===== src/rtl/rv_ifu_fetch.sv =====
// rv_ifu_fetch: RV32 instruction fetch stage.
// Holds the PC and issues word reads to the instruction RAM, which returns data one cycle later.
// Returned words go into a 2-entry buffer that feeds decode through a valid/ready handshake.
// A redirect from execute flushes all work in flight and reloads the PC.
// Optional feature: define IFU_PERF_CNT_EN to add the perf_fetch_cnt/perf_stall_cnt counters.
module rv_ifu_fetch #(
  parameter logic [31:0] RESET_PC   = 32'h0000_0000,
  parameter int unsigned FIFO_DEPTH = 2
) (
  input  logic        sclk,
  input  logic        rstn,
  input  logic        redirect_valid,
  input  logic [31:0] redirect_pc,
  input  logic        id_ready,
  output logic        if_valid,
  output logic [31:0] if_pc,
  output logic [31:0] if_instr,
  output logic        imem_rd,
  output logic        imem_wr,
  output logic [31:0] imem_addr,
  output logic [31:0] imem_wdata,
  input  logic [31:0] imem_rdata
`ifdef IFU_PERF_CNT_EN
  ,
  output logic [31:0] perf_fetch_cnt,
  output logic [31:0] perf_stall_cnt
`endif
);

  localparam int unsigned XLEN  = 32;
  localparam int unsigned CNT_W = 2;
  localparam int unsigned CRD_W = 3;

  // Architectural and buffer state
  logic [XLEN-1:0]  pc_q, pc_d;
  logic [XLEN-1:0]  req_pc_q, req_pc_d;
  logic             out_q, out_d;
  logic [CNT_W-1:0] cnt_q, cnt_d;
  logic             rd_ptr_q, rd_ptr_d;
  logic             wr_ptr_q, wr_ptr_d;
  logic [XLEN-1:0]  fifo_pc_q    [2];
  logic [XLEN-1:0]  fifo_instr_q [2];

  // Handshake and issue qualifiers
  logic             pop_c;
  logic             push_c;
  logic             issue_c;
  logic [CRD_W-1:0] credit_c;
  logic [XLEN-1:0]  redirect_target_c;
  logic             unused_redirect_lsbs;

  assign redirect_target_c    = {redirect_pc[XLEN-1:2], 2'b00};
  assign unused_redirect_lsbs = ^redirect_pc[1:0];

  assign if_valid   = (cnt_q != CNT_W'(0));
  assign if_pc      = if_valid ? fifo_pc_q[rd_ptr_q]    : '0;
  assign if_instr   = if_valid ? fifo_instr_q[rd_ptr_q] : '0;
  assign imem_addr  = pc_q;
  assign imem_rd    = issue_c;
  assign imem_wr    = 1'b0;
  assign imem_wdata = '0;

  // Credit check: buffered + outstanding - leaving this cycle must leave room for one more
  always_comb begin
    pop_c    = if_valid & id_ready;
    push_c   = out_q & ~redirect_valid;
    credit_c = CRD_W'(cnt_q) + CRD_W'(out_q) - CRD_W'(pop_c);
    issue_c  = rstn & ~redirect_valid & (credit_c < CRD_W'(FIFO_DEPTH));
  end

  // Next-state: redirect wins over everything, otherwise advance PC, pointers and count
  always_comb begin
    pc_d     = pc_q;
    req_pc_d = req_pc_q;
    out_d    = out_q;
    cnt_d    = cnt_q;
    rd_ptr_d = rd_ptr_q;
    wr_ptr_d = wr_ptr_q;
    if (redirect_valid) begin
      pc_d     = redirect_target_c;
      out_d    = 1'b0;
      cnt_d    = '0;
      rd_ptr_d = 1'b0;
      wr_ptr_d = 1'b0;
    end else begin
      out_d = issue_c;
      if (issue_c) begin
        pc_d     = pc_q + XLEN'(4);
        req_pc_d = pc_q;
      end
      if (push_c) begin
        wr_ptr_d = ~wr_ptr_q;
      end
      if (pop_c) begin
        rd_ptr_d = ~rd_ptr_q;
      end
      cnt_d = cnt_q + CNT_W'(push_c) - CNT_W'(pop_c);
    end
  end

  // Control state registers
  always_ff @(posedge sclk or negedge rstn) begin
    if (!rstn) begin
      pc_q     <= RESET_PC;
      req_pc_q <= '0;
      out_q    <= 1'b0;
      cnt_q    <= '0;
      rd_ptr_q <= 1'b0;
      wr_ptr_q <= 1'b0;
    end else begin
      pc_q     <= pc_d;
      req_pc_q <= req_pc_d;
      out_q    <= out_d;
      cnt_q    <= cnt_d;
      rd_ptr_q <= rd_ptr_d;
      wr_ptr_q <= wr_ptr_d;
    end
  end

  // Buffer storage: capture {pc, instr} of a surviving response at the tail
  always_ff @(posedge sclk or negedge rstn) begin
    if (!rstn) begin
      fifo_pc_q[0]    <= '0;
      fifo_pc_q[1]    <= '0;
      fifo_instr_q[0] <= '0;
      fifo_instr_q[1] <= '0;
    end else if (push_c) begin
      fifo_pc_q[wr_ptr_q]    <= req_pc_q;
      fifo_instr_q[wr_ptr_q] <= imem_rdata;
    end
  end

`ifdef IFU_PERF_CNT_EN
  // Performance counters: accepted instructions and decode back-pressure cycles
  always_ff @(posedge sclk or negedge rstn) begin
    if (!rstn) begin
      perf_fetch_cnt <= '0;
      perf_stall_cnt <= '0;
    end else begin
      if (pop_c) begin
        perf_fetch_cnt <= perf_fetch_cnt + 32'd1;
      end
      if (if_valid && !id_ready) begin
        perf_stall_cnt <= perf_stall_cnt + 32'd1;
      end
    end
  end
`endif

endmodule

===== config.mk =====
export PLATFORM = sky130hd
export DESIGN_NAME = rv_ifu_fetch
export DESIGN_NICKNAME = d
export VERILOG_FILES = /design/src/rtl/rv_ifu_fetch.sv
export SDC_FILE = /design/constraint.sdc
export NUM_CORES = 1
export LEC_CHECK = 0
export BUFFER_PORTS_ARGS = -buffer_cell sky130_fd_sc_hd__buf_4
export CORE_MARGIN = 2
export CORE_UTILIZATION = 50
export CTS_BUF_LIST = sky130_fd_sc_hd__clkbuf_16
export DETAILED_ROUTE_END_ITERATION = 8
export PLACE_DENSITY = 0.84
export SYNTH_ARGS = -nofsm -noshare
export SYNTH_HDL_FRONTEND = slang
export SYNTH_SLANG_ARGS = --single-unit

===== constraint.sdc =====
create_clock -name sclk -period 7.6 [get_ports sclk]
set_input_delay 1.52 -clock sclk [delete_from_list [all_inputs] [get_ports sclk]]
set_output_delay 1.52 -clock sclk [all_outputs]
set_load 0.05 [all_outputs]

==> results.sh <==
export IMPL_irDropWorstVdd_mv=0.3537
export IMPL_synthFlopType="dfrtp_1"
export IMPL_synth_avg_cell_area_um2=11.11
export IMPL_final_common_cell="dfrtp_1"
export IMPL_multi_input_area_um2=3944
export IMPL_p_leak_nw=5.149
export IMPL_synthCells=812
export IMPL_root_buffer="clkbuf_16"
export IMPL_path_common_cell="buf_4"
export IMPL_ios=199
export IMPL_crit_slowest_cell="fa_1"
export IMPL_crit_buf_inv=3
export IMPL_drive_gt1_frac=0.3413
export IMPL_cts_buffers=17
export IMPL_drtIter0Drc=354
export IMPL_drc=0
export IMPL_final_setup_tns_ns=0
export IMPL_grt_setup_unrepaired="false"
export IMPL_yosysUniqueCellTypes=50
export IMPL_drtAntennaViolNets=0
export IMPL_synth_async_sr_flop_share=1.000
export IMPL_fin_area_um2=10840
export IMPL_skew_ns=0.01006
export IMPL_start_util=0.5058
export IMPL_clk_path_buf_depth=2
export IMPL_dieWidth_um=138.3
export IMPL_fmax_mhz=201.9
export IMPL_clk_pin_slew_ns=0.07
export IMPL_status="finished clean"
export IMPL_cts_tree="yes"
export IMPL_route_vias_total=6499
export IMPL_clock_latency_ns=0.43
export IMPL_cts_hold_buffers=0
export IMPL_period_share=0.6517
export IMPL_worst_slew_pin_slew_ns=1.052
export IMPL_slew_viol_final=0
export IMPL_cts_resized=0
export IMPL_areaGrowthSynthToFinish_pct=20.13
export IMPL_start_kind="primary input"
export IMPL_cp_max_fo=3
export IMPL_grt_pass1_vias=6394
export IMPL_dieArea_um2=19140
export IMPL_powerDensity_nw_per_um2=418.6
export IMPL_grt_max_degree=83
export IMPL_dr_pass1_iters=4
export IMPL_post_cts_setup_buffer_count=0
export IMPL_cpPeakStageDelay_ns=0.48
export IMPL_num_nets_final=1022
export IMPL_worstSetupPathType="primary input to output pin"
export IMPL_finalWirelength_um=20360
export IMPL_worstPathRequired_ns=6.08
export IMPL_crit_arrival_ns=3.43
export IMPL_hpwl_um=13320
export IMPL_endpoint_kind="output pin"
export IMPL_htreeDepth=4
export IMPL_antenna_found_initial=0
export IMPL_grt_pass1_wl_um=33310
export IMPL_yosys_warnings=0
export IMPL_numClockSinks=189
export IMPL_grt_usage=0.2159
export IMPL_globalRouteOverflowTotal=0
export IMPL_synth_edf_count=0
export IMPL_wire_per_inst_um=17.11
export IMPL_finalHoldViolCount=0
export IMPL_path_cells="buf_4 -> and2_1 -> ha_1 -> nand2b_1 -> fa_1 -> nand3b_1 -> or2_2 -> clkinv_1 -> buf_4"
export IMPL_final_cell_mix="dfrtp_1, buf_4, mux2_2"
export IMPL_hp_class="register to register"
export IMPL_vias_per_cell=5.461
export IMPL_ys_ff_latch=189
export IMPL_rows=49
export IMPL_seqCellArea_um2=4733
export IMPL_die_y_um=138.3
export IMPL_setup_violations=0
export IMPL_dpl_cell_count=1159
export IMPL_seq_area_frac_synth=0.5241
export IMPL_slew_headroom=0.2960
export IMPL_finalNonFillerCells=1190
export IMPL_drv_cap=0
export IMPL_antenna_cells=0
export IMPL_fill_cells=1436
export IMPL_path_delay_family="simple AND/OR/NAND/NOR gates"
export IMPL_place_area_um2=10260
export IMPL_synth_area_um2=9024
export IMPL_coreArea_um2=17840
export IMPL_fin_crit_ns=4.953
export IMPL_place_congestion=0.8253
export IMPL_portBuffers=159
-- per-layer routing --
| layer | up-vias | track usage | routed length, µm |
|---|---|---|---|
| met4 | 0 | 0.05961 | 224 |
| met2 | 213 | 0.3494 | 9881 |
| met5 | - | 0 | 0 |
| met1 | 3271 | 0.2996 | 9147 |
| li1 | 2993 | - | - |
| met3 | 22 | 0.04330 | 1101 |
-- worst paths after layout --
check | start | to | slack, ns | cells past startpoint
min in group asynchronous | rstn | fifo_instr_q[16] | 0.99 | 1
worst min-delay path | req_pc_q[14] | req_pc_q[14] | 0.50 | 2
worst max register to register | cnt_q[1] | imem_addr[12] | 3.80 | 13
max in group asynchronous | rstn | rd_ptr_q | 5.17 | 2
worst max-delay path | id_ready | imem_rd | 2.65 | 9
worst min register to register | req_pc_q[14] | req_pc_q[14] | 0.50 | 2
-- per-stage QoR --
stage	hold slack, ns	setup WS (ns)	util	total power, mW
6_report	0.4961	2.647	0.6076	4.538
5_1_grt	0.5158	2.543	0.6076	4.802
4_1_cts	0.4998	2.634	0.6076	4.574
3_5_place_dp	0.4827	2.641	0.5751	3.686
3_3_place_gp	0.4782	2.667	0.5751	3.614
2_1_floorplan	0.4584	2.287	-	3.129
-- registers in the layout, summed over array words and instances (netlist names) --
| name | cells |
|---|---|
| fifo_pc_q | 60 |
| imem_addr | 30 |
| cnt_q | 2 |
| wr_ptr_q | 1 |
| req_pc_q | 30 |
| out_q | 1 |
| fifo_instr_q | 64 |
| rd_ptr_q | 1 |
-- area by class of cell --
type	instances	area share
Timing Repair Buffer	168	0.1169
Inverter	8	0.002770
Clock buffer	17	0.03924
Clock inverter	14	0.01420
Multi-Input combinational cell	565	0.3638
Sequential cell	189	0.4366
Tap cell	229	0.02643
-- worst register-to-register path, delay by kind of cell (launching register included) --
kind | cells | cell delay (ns)
DFF | 1 | 0.47
adders and majority gates | 2 | 0.65
and+or+nand+nor | 5 | 1.55
AOI/OAI and AO/OA | 2 | 0.38
xor gates and xnor gates | 1 | 0.19
buffers and inverters | 3 | 0.43
-- logic make-up (layout without fill, tap and decap cells) --
| logic type | Yosys count | in the layout | synth area share |
|---|---|---|---|
| mux | 188 | 188 | 0.2257 |
| xor+xnor | 7 | 7 | 0.006794 |
| fa+ha+maj | 5 | 5 | 0.007765 |
| flops | 189 | 189 | 0.5241 |
| buf+inv | 94 | 207 | 0.05546 |
| other cells | 1 | 37 | 0.0004156 |
| compound gates | 55 | 55 | 0.04174 |
| simple gates | 273 | 273 | 0.1380 |
-- power breakdown --
group	switching, mW	internal (mW)
Clock	0.369	0.511
Sequential	0.305	1.44
Combinational	1.19	0.730
-- synth_stat cells, types with 5 or more instances --
cell | instances | share of area
o211ai_1 | 5 | 0.0042
nand2_1 | 121 | 0.050
mux2_2 | 124 | 0.15
nand3b_1 | 7 | 0.0058
nor2b_1 | 6 | 0.0042
o311ai_0 | 6 | 0.0058
nand3_1 | 17 | 0.0094
inv_1 | 7 | 0.0029
nand4_1 | 12 | 0.0083
o21ai_0 | 23 | 0.013
mux2i_1 | 64 | 0.071
buf_2 | 5 | 0.0028
dfrtp_1 | 189 | 0.52
buf_1 | 6 | 0.0025
buf_4 | 37 | 0.031
nor2_1 | 78 | 0.032
a221o_1 | 6 | 0.0067
clkbuf_1 | 36 | 0.015
Note: power is estimated with default switching activity, not from simulation.
